## src/rtl/multdiv_pkg.sv

```systemverilog
// Shared types and sizing constants for the iterative signed multiply/divide unit.
package multdiv_pkg;

    localparam int WIDTH_DEFAULT = 32;

    function automatic int cnt_width(input int w);
        return $clog2(w) + 1;
    endfunction

    localparam int CNT_WIDTH = cnt_width(WIDTH_DEFAULT);

    typedef enum logic [1:0] {
        IDLE = 2'd0,
        MUL  = 2'd1,
        DIV  = 2'd2,
        DONE = 2'd3
    } state_t;

endpackage

```

## src/rtl/multdiv_addsub.sv

```systemverilog
// (WIDTH+1)-bit adder/subtractor shared by the Booth step and the trial subtraction.
module multdiv_addsub
    import multdiv_pkg::*;
#(
    parameter int WIDTH = WIDTH_DEFAULT
) (
    input  logic [WIDTH:0] a,
    input  logic [WIDTH:0] b,
    input  logic           sub,
    output logic [WIDTH:0] y
);

    assign y = sub ? (a - b) : (a + b);

endmodule

```

## src/rtl/multdiv_unit.sv

```systemverilog
// Iterative signed multiplier (radix-2 Booth) and restoring divider, one step per cycle.
module multdiv_unit
    import multdiv_pkg::*;
#(
    parameter int WIDTH = WIDTH_DEFAULT
) (
    input  logic             clock,
    input  logic             reset,
    input  logic             ctrl_MULT,
    input  logic             ctrl_DIV,
    input  logic [WIDTH-1:0] data_operandA,
    input  logic [WIDTH-1:0] data_operandB,
    output logic [WIDTH-1:0] data_result,
    output logic             data_exception,
    output logic             data_resultRDY
);

    localparam int              CW      = cnt_width(WIDTH);
    localparam logic [CW-1:0]   LAST    = CW'(WIDTH - 1);
    localparam logic [WIDTH-1:0] MIN_VAL = {1'b1, {(WIDTH-1){1'b0}}};

    state_t             state;
    state_t             state_next;
    logic [CW-1:0]      cnt;
    logic [2*WIDTH:0]   prod;
    logic [WIDTH-1:0]   mcand;
    logic               neg_quot;
    logic               div_zero;
    logic               div_ovf;

    logic               accept;
    logic               start_mul;
    logic               start_div;
    logic               last_step;
    logic [WIDTH:0]     add_a;
    logic [WIDTH:0]     add_b;
    logic [WIDTH:0]     add_y;
    logic               add_sub;
    logic [WIDTH:0]     booth_mix;
    logic [2*WIDTH:0]   mul_next;
    logic [2*WIDTH:0]   div_next;
    logic [WIDTH-1:0]   rem_next;
    logic [WIDTH-1:0]   a_abs;
    logic [WIDTH-1:0]   b_abs;
    logic [WIDTH-1:0]   quot;
    logic [2*WIDTH-1:0] product;
    logic [WIDTH:0]     product_top;

    assign accept    = (state == IDLE) || (state == DONE);
    assign start_mul = accept && ctrl_MULT;
    assign start_div = accept && ctrl_DIV && !ctrl_MULT;
    assign last_step = (cnt == LAST);

    always_ff @(posedge clock or posedge reset) begin
        if (reset) begin
            state <= IDLE;
        end else begin
            state <= state_next;
        end
    end

    always_comb begin
        state_next = state;
        unique case (state)
            IDLE, DONE: begin
                if (start_mul) begin
                    state_next = MUL;
                end else if (start_div) begin
                    state_next = DIV;
                end else begin
                    state_next = IDLE;
                end
            end
            MUL, DIV: begin
                if (last_step) begin
                    state_next = DONE;
                end
            end
            default: state_next = IDLE;
        endcase
    end

    always_comb begin
        data_resultRDY = (state == DONE);
    end

    // prod holds {acc, multiplier, q-1} for MUL and {remainder, quotient, 0} for DIV.
    always_comb begin
        add_a   = {prod[2*WIDTH], prod[2*WIDTH:WIDTH+1]};
        add_b   = {mcand[WIDTH-1], mcand};
        add_sub = (prod[1:0] == 2'b10);
        if (state == DIV) begin
            add_a   = prod[2*WIDTH:WIDTH];
            add_b   = {1'b0, mcand};
            add_sub = 1'b1;
        end
    end

    multdiv_addsub #(.WIDTH(WIDTH)) u_addsub (
        .a   (add_a),
        .b   (add_b),
        .sub (add_sub),
        .y   (add_y)
    );

    // The add result is one bit wider, so the arithmetic shift just drops its LSB into the multiplier.
    assign booth_mix   = (prod[1] ^ prod[0]) ? add_y : add_a;
    assign mul_next    = {booth_mix, prod[WIDTH:1]};
    assign product     = mul_next[2*WIDTH:1];
    assign product_top = product[2*WIDTH-1:WIDTH-1];

    assign rem_next = add_y[WIDTH] ? prod[2*WIDTH-1:WIDTH] : add_y[WIDTH-1:0];
    assign div_next = {rem_next, prod[WIDTH-1:1], ~add_y[WIDTH], 1'b0};
    assign quot     = div_next[WIDTH:1];

    assign a_abs = data_operandA[WIDTH-1] ? -data_operandA : data_operandA;
    assign b_abs = data_operandB[WIDTH-1] ? -data_operandB : data_operandB;

    always_ff @(posedge clock or posedge reset) begin
        if (reset) begin
            cnt            <= '0;
            prod           <= '0;
            mcand          <= '0;
            neg_quot       <= 1'b0;
            div_zero       <= 1'b0;
            div_ovf        <= 1'b0;
            data_result    <= '0;
            data_exception <= 1'b0;
        end else if (start_mul) begin
            cnt   <= '0;
            prod  <= {{WIDTH{1'b0}}, data_operandB, 1'b0};
            mcand <= data_operandA;
        end else if (start_div) begin
            cnt      <= '0;
            prod     <= {{WIDTH{1'b0}}, a_abs, 1'b0};
            mcand    <= b_abs;
            neg_quot <= data_operandA[WIDTH-1] ^ data_operandB[WIDTH-1];
            div_zero <= (data_operandB == '0);
            div_ovf  <= (data_operandA == MIN_VAL) && (data_operandB == '1);
        end else if (state == MUL) begin
            cnt  <= cnt + CW'(1);
            prod <= mul_next;
            if (last_step) begin
                data_result    <= product[WIDTH-1:0];
                data_exception <= !((&product_top) || !(|product_top));
            end
        end else if (state == DIV) begin
            cnt  <= cnt + CW'(1);
            prod <= div_next;
            if (last_step) begin
                data_result    <= div_zero ? '0 : (neg_quot ? -quot : quot);
                data_exception <= div_zero || div_ovf;
            end
        end
    end

endmodule

```

## config.mk

```make
export PLATFORM = sky130hd
export DESIGN_NAME = multdiv_unit
export DESIGN_NICKNAME = d
export VERILOG_FILES = /design/src/rtl/multdiv_pkg.sv /design/src/rtl/multdiv_addsub.sv /design/src/rtl/multdiv_unit.sv
export SDC_FILE = /design/constraint.sdc
export NUM_CORES = 1
export LEC_CHECK = 0
export BUFFER_PORTS_ARGS = -buffer_cell sky130_fd_sc_hd__buf_2
export CAP_MARGIN = 15
export CORE_MARGIN = 1
export CORE_UTILIZATION = 50
export CTS_CLUSTER_DIAMETER = 100
export CTS_CLUSTER_SIZE = 30
export DETAILED_ROUTE_END_ITERATION = 8
export HOLD_SLACK_MARGIN = 0.12
export PLACE_DENSITY_LB_ADDON = 0.12
export SYNTH_ARGS = -nofsm -noshare
export SYNTH_HDL_FRONTEND = slang
export SYNTH_SLANG_ARGS = --single-unit
```

## constraint.sdc

```tcl
create_clock -name clock -period 7.45 [get_ports clock]
set_input_delay 1.1175 -clock clock [delete_from_list [all_inputs] [get_ports clock]]
set_output_delay 1.1175 -clock clock [all_outputs]
set_load 0.02 [all_outputs]
```

==> flow_metrics.py <==
metrics = {
    "outcome": {
        "outcome": "finished, violations left",
        "violations": "design-rule violations",
    },
    "global_route": {
        "antenna_found_initial": 1,
        "first_global_vias": 12918,
        "largest_net_degree_at_the_start_of_global_routing": 73,
        "aggregate_global_route_resource_usage_pct": 35.6,
        "wire_length_of_the_first_global_routing_pass_um": 77000,
        "global_route.overflow_total": 0,
    },
    "synthesis": {
        "ys.warnings.count": 0,
        "syn_avg_cell_area_um2": 7.68,
        "syn_area_um2": 13400,
        "synth_simple_gate_area_share_pct": 19.0,
        "asyncSetResetFlopFracSynth_pct": 100,
        "arithmetic_cell_share_of_the_synthesized_area_counting_full_adders_half_adders_and_majority_gates_pct": 4.15,
        "synth.lib_cells_used.distinct": 74,
        "synth-seq-cells": 141,
        "synth_enable_flop_cells": 0,
        "post_synthesis_xor_xnor_area_fraction_pct": 9.26,
        "synth_fp_nets": 1862,
        "compound_gate_portion_of_the_synthesized_area_pct": 30.0,
        "synth_ff_type": "sky130_fd_sc_hd__dfrtp_1",
        "synth_seq_area_share_pct": 26.3,
        "muxShareOfSynthArea_pct": 6.22,
        "synth_top_family_by_area": "compound AO/OA/AOI/OAI gates",
        "synthesis.instances": 1750,
    },
    "clock_network": {
        "cts_num_sinks": 141,
        "clock_tree.htree_level_count": 4,
        "clkSlewWorstSetupHoldPaths_ns": 0.08,
        "tritoncts": "yes",
        "post-cts-setup-buffers": 0,
        "insertion_delay_to_the_later_sink_of_the_worst_skew_pair_ns": 0.44,
        "number_of_buffers_inserted_for_hold_repair_after_clock_tree_synthesis": 0,
        "clock_tree.buffer_depth": 2,
        "tritoncts.num_buffers": 17,
        "clk_root_buffer_cell": "sky130_fd_sc_hd__clkbuf_16",
    },
    "worst_setup_path": {
        "cp_data_arrival_time_ns": 7.17,
        "critPathMaxStageDelay_ns": 0.61,
        "cp_max_fo": 9,
        "critPathCaptureType": "register",
        "worst-path-buf-inv": 2,
        "crit_required_ns": 7.80,
        "worst_path_most_repeated_cell": "sky130_fd_sc_hd__o21ai_0",
        "critical_path_class": "reg -> reg",
        "critical-path-top-delay-family": "simple AND/OR/NAND/NOR gates",
        "critPathSlowestCell": "sky130_fd_sc_hd__or4_1",
        "start_kind": "register",
    },
    "sta": {
        "finalCritPeriodShare_pct": 91.7,
        "worst-slew-pin-transition_ns": 1.20,
        "max_clock_freq_ghz": 0.146,
        "timing_hold_violations_final": 0,
        "final.setup_skew_ns": 0.0197,
        "post-route-min-period_ns": 6.83,
        "maxSlewViolCount": 0,
        "slew_headroom_pct": 20.0,
        "hold-worst-slack_ns": 0.468,
        "setup-tns-final_ns": 0,
        "rsz0062_at_grt": "false",
        "finalSetupViolations": 0,
    },
    "drt": {
        "wire_per_inst_um": 23.5,
        "count_of_antenna_violating_nets_left_after_detailed_routing": 0,
        "routed_wirelength_um": 49900,
        "vias": 14221,
        "drc": 7,
        "number_of_drc_markers_after_the_initial_detailed_route_iteration": 1733,
        "vias_per_cell": 6.71,
        "firstDrtPassIters": 9,
    },
    "placed_design": {
        "portbufs": 101,
        "placed_cell_area_um2": 14100,
        "gpl.final_weighted_congestion": 0.969,
        "dp_hpwl_um": 36400,
    },
    "die": {
        "top_level_ports": 102,
        "floorplan.die_area_um2": 27500,
        "initial_core_util_pct": 51.3,
        "core-area_um2": 26200,
        "row_count": 59,
        "die_h_um": 166,
        "chipWidth_um": 166,
    },
    "flow_run": {
        "max_cap_violations": 0,
    },
    "finish": {
        "syn_to_final_growth_pct": 9.84,
        "share_of_final_layout_standard_cells_stronger_than_drive_strength_1_pct": 12.0,
        "final_cell_mix": "sky130_fd_sc_hd__nand2_1, sky130_fd_sc_hd__o21ai_0, sky130_fd_sc_hd__dfrtp_1, sky130_fd_sc_hd__nor2_1, sky130_fd_sc_hd__a21oi_1",
        "fillerInstances": 2571,
        "layout.cells.most_common": "sky130_fd_sc_hd__nand2_1",
        "antenna-diode-count": 0,
        "num-nets-final": 1883,
        "finalInstanceArea_um2": 14800,
    },
    "min_path": {
        "holdCritPathClass": "reg -> reg",
    },
}
## state kept, by name, summed over array words and instances (netlist names)
| signal | cells |
|---|---|
| prod | 65 |
| state | 2 |
| div_zero | 1 |
| data_result | 32 |
| div_ovf | 1 |
| neg_quot | 1 |
| cnt | 6 |
| data_exception | 1 |
| mcand | 32 |
## timing repair
| item | in CTS | in global routing |
|---|---|---|
| hold endpoints to repair | 0 | 0 |
| gates resized for setup | 0 | 4 |
| setup endpoints to repair | 0 | 5 |
## per-layer routing
metal / up-vias / track usage (%) / share of wire (%)
met4: 2 / 9.67 / 2.5
met5: - / 0 / 0.026
met1: 6826 / 53.4 / 45
met3: 95 / 5.20 / 9.3
met2: 777 / 52.9 / 43
li1: 6521 / - / -
## synthesized netlist by cell type (all sizes together) (43+ instances only)
master,n,area (um2)
ha,43,538
nand2,230,863
nor2,111,417
inv,54,203
clkbuf,102,383
dfrtp,141,3530
a21oi,105,526
xor2,66,578
xnor2,76,666
o21ai,201,1010
mux2i,61,611
a22oi,67,503
## worst register-to-register path, cell delays in order (launching register included)
cell and delay, ns:
sky130_fd_sc_hd__dfrtp_1 0.46, sky130_fd_sc_hd__nor4_4 0.39, sky130_fd_sc_hd__nand2b_1 0.12, sky130_fd_sc_hd__or4_1 0.47, sky130_fd_sc_hd__nor3b_1 0.24, sky130_fd_sc_hd__buf_4 0.17, sky130_fd_sc_hd__a31oi_1 0.17, sky130_fd_sc_hd__nor2_1 0.29
sky130_fd_sc_hd__o21ai_0 0.19, sky130_fd_sc_hd__xnor2_1 0.22, sky130_fd_sc_hd__ha_1 0.47, sky130_fd_sc_hd__a21oi_1 0.17, sky130_fd_sc_hd__o21ai_2 0.25, sky130_fd_sc_hd__o21ai_0 0.13, sky130_fd_sc_hd__a21oi_1 0.31, sky130_fd_sc_hd__nand2_1 0.18
sky130_fd_sc_hd__xor2_4 0.18, sky130_fd_sc_hd__inv_1 0.27, sky130_fd_sc_hd__ha_1 0.28, sky130_fd_sc_hd__and3_1 0.19, sky130_fd_sc_hd__nand4_1 0.20, sky130_fd_sc_hd__or4_1 0.61, sky130_fd_sc_hd__o41ai_1 0.37, sky130_fd_sc_hd__xnor2_1 0.16
sky130_fd_sc_hd__a22oi_1 0.08, sky130_fd_sc_hd__o21ai_0 0.17
## metrics by stage
| stage | setup slack, ns | util [%] | std cells |
|---|---|---|---|
| final | 0.622 | 56.3 | 2119 |
| after global routing | 0.0166 | 56.3 | 2119 |
| after CTS | 0.194 | 56.2 | 2119 |
| after detailed placement | 0.236 | 53.8 | 2087 |
| after global placement | 0.513 | 53.8 | 2087 |
| after floorplan | 1.27 | - | 1750 |
## cell families (layout without fill, tap and decap cells)
kind of cell	after synthesis	in the layout
xor+xnor	142	142
compound gates	621	621
fa+ha+maj	44	44
simple gates	543	543
mux	81	81
flops	141	141
buf+inv	178	212
## worst paths after layout
| check | start | to | slack, ns | cells after the start |
|---|---|---|---|---|
| setup / recovery | mcand[2] | data_result[24] | 0.62 | 25 |
| hold / removal | cnt[5] | cnt[5] | 0.47 | 1 |
| setup reg to reg | mcand[2] | data_result[24] | 0.62 | 25 |
| hold reg to reg | cnt[5] | cnt[5] | 0.47 | 1 |
| max in group asynchronous | reset | data_result[12] | 5.23 | 3 |
| min in group asynchronous | reset | cnt[5] | 0.80 | 2 |
## final cells by class
type	instances	area (um2)	share of cell area, %
Timing Repair Buffer	124	678	4.60
Clock buffer	17	425	2.88
Multi-Input combinational cell	1431	9290	63.0
Tap cell	335	419	2.84
Sequential cell	141	3530	23.9
Clock inverter	15	198	1.34
Inverter	56	215	1.46
Power is left out: the tool's default activity adds up to more than one toggle a clock period on the data nets, which glitch-free logic cannot reach.
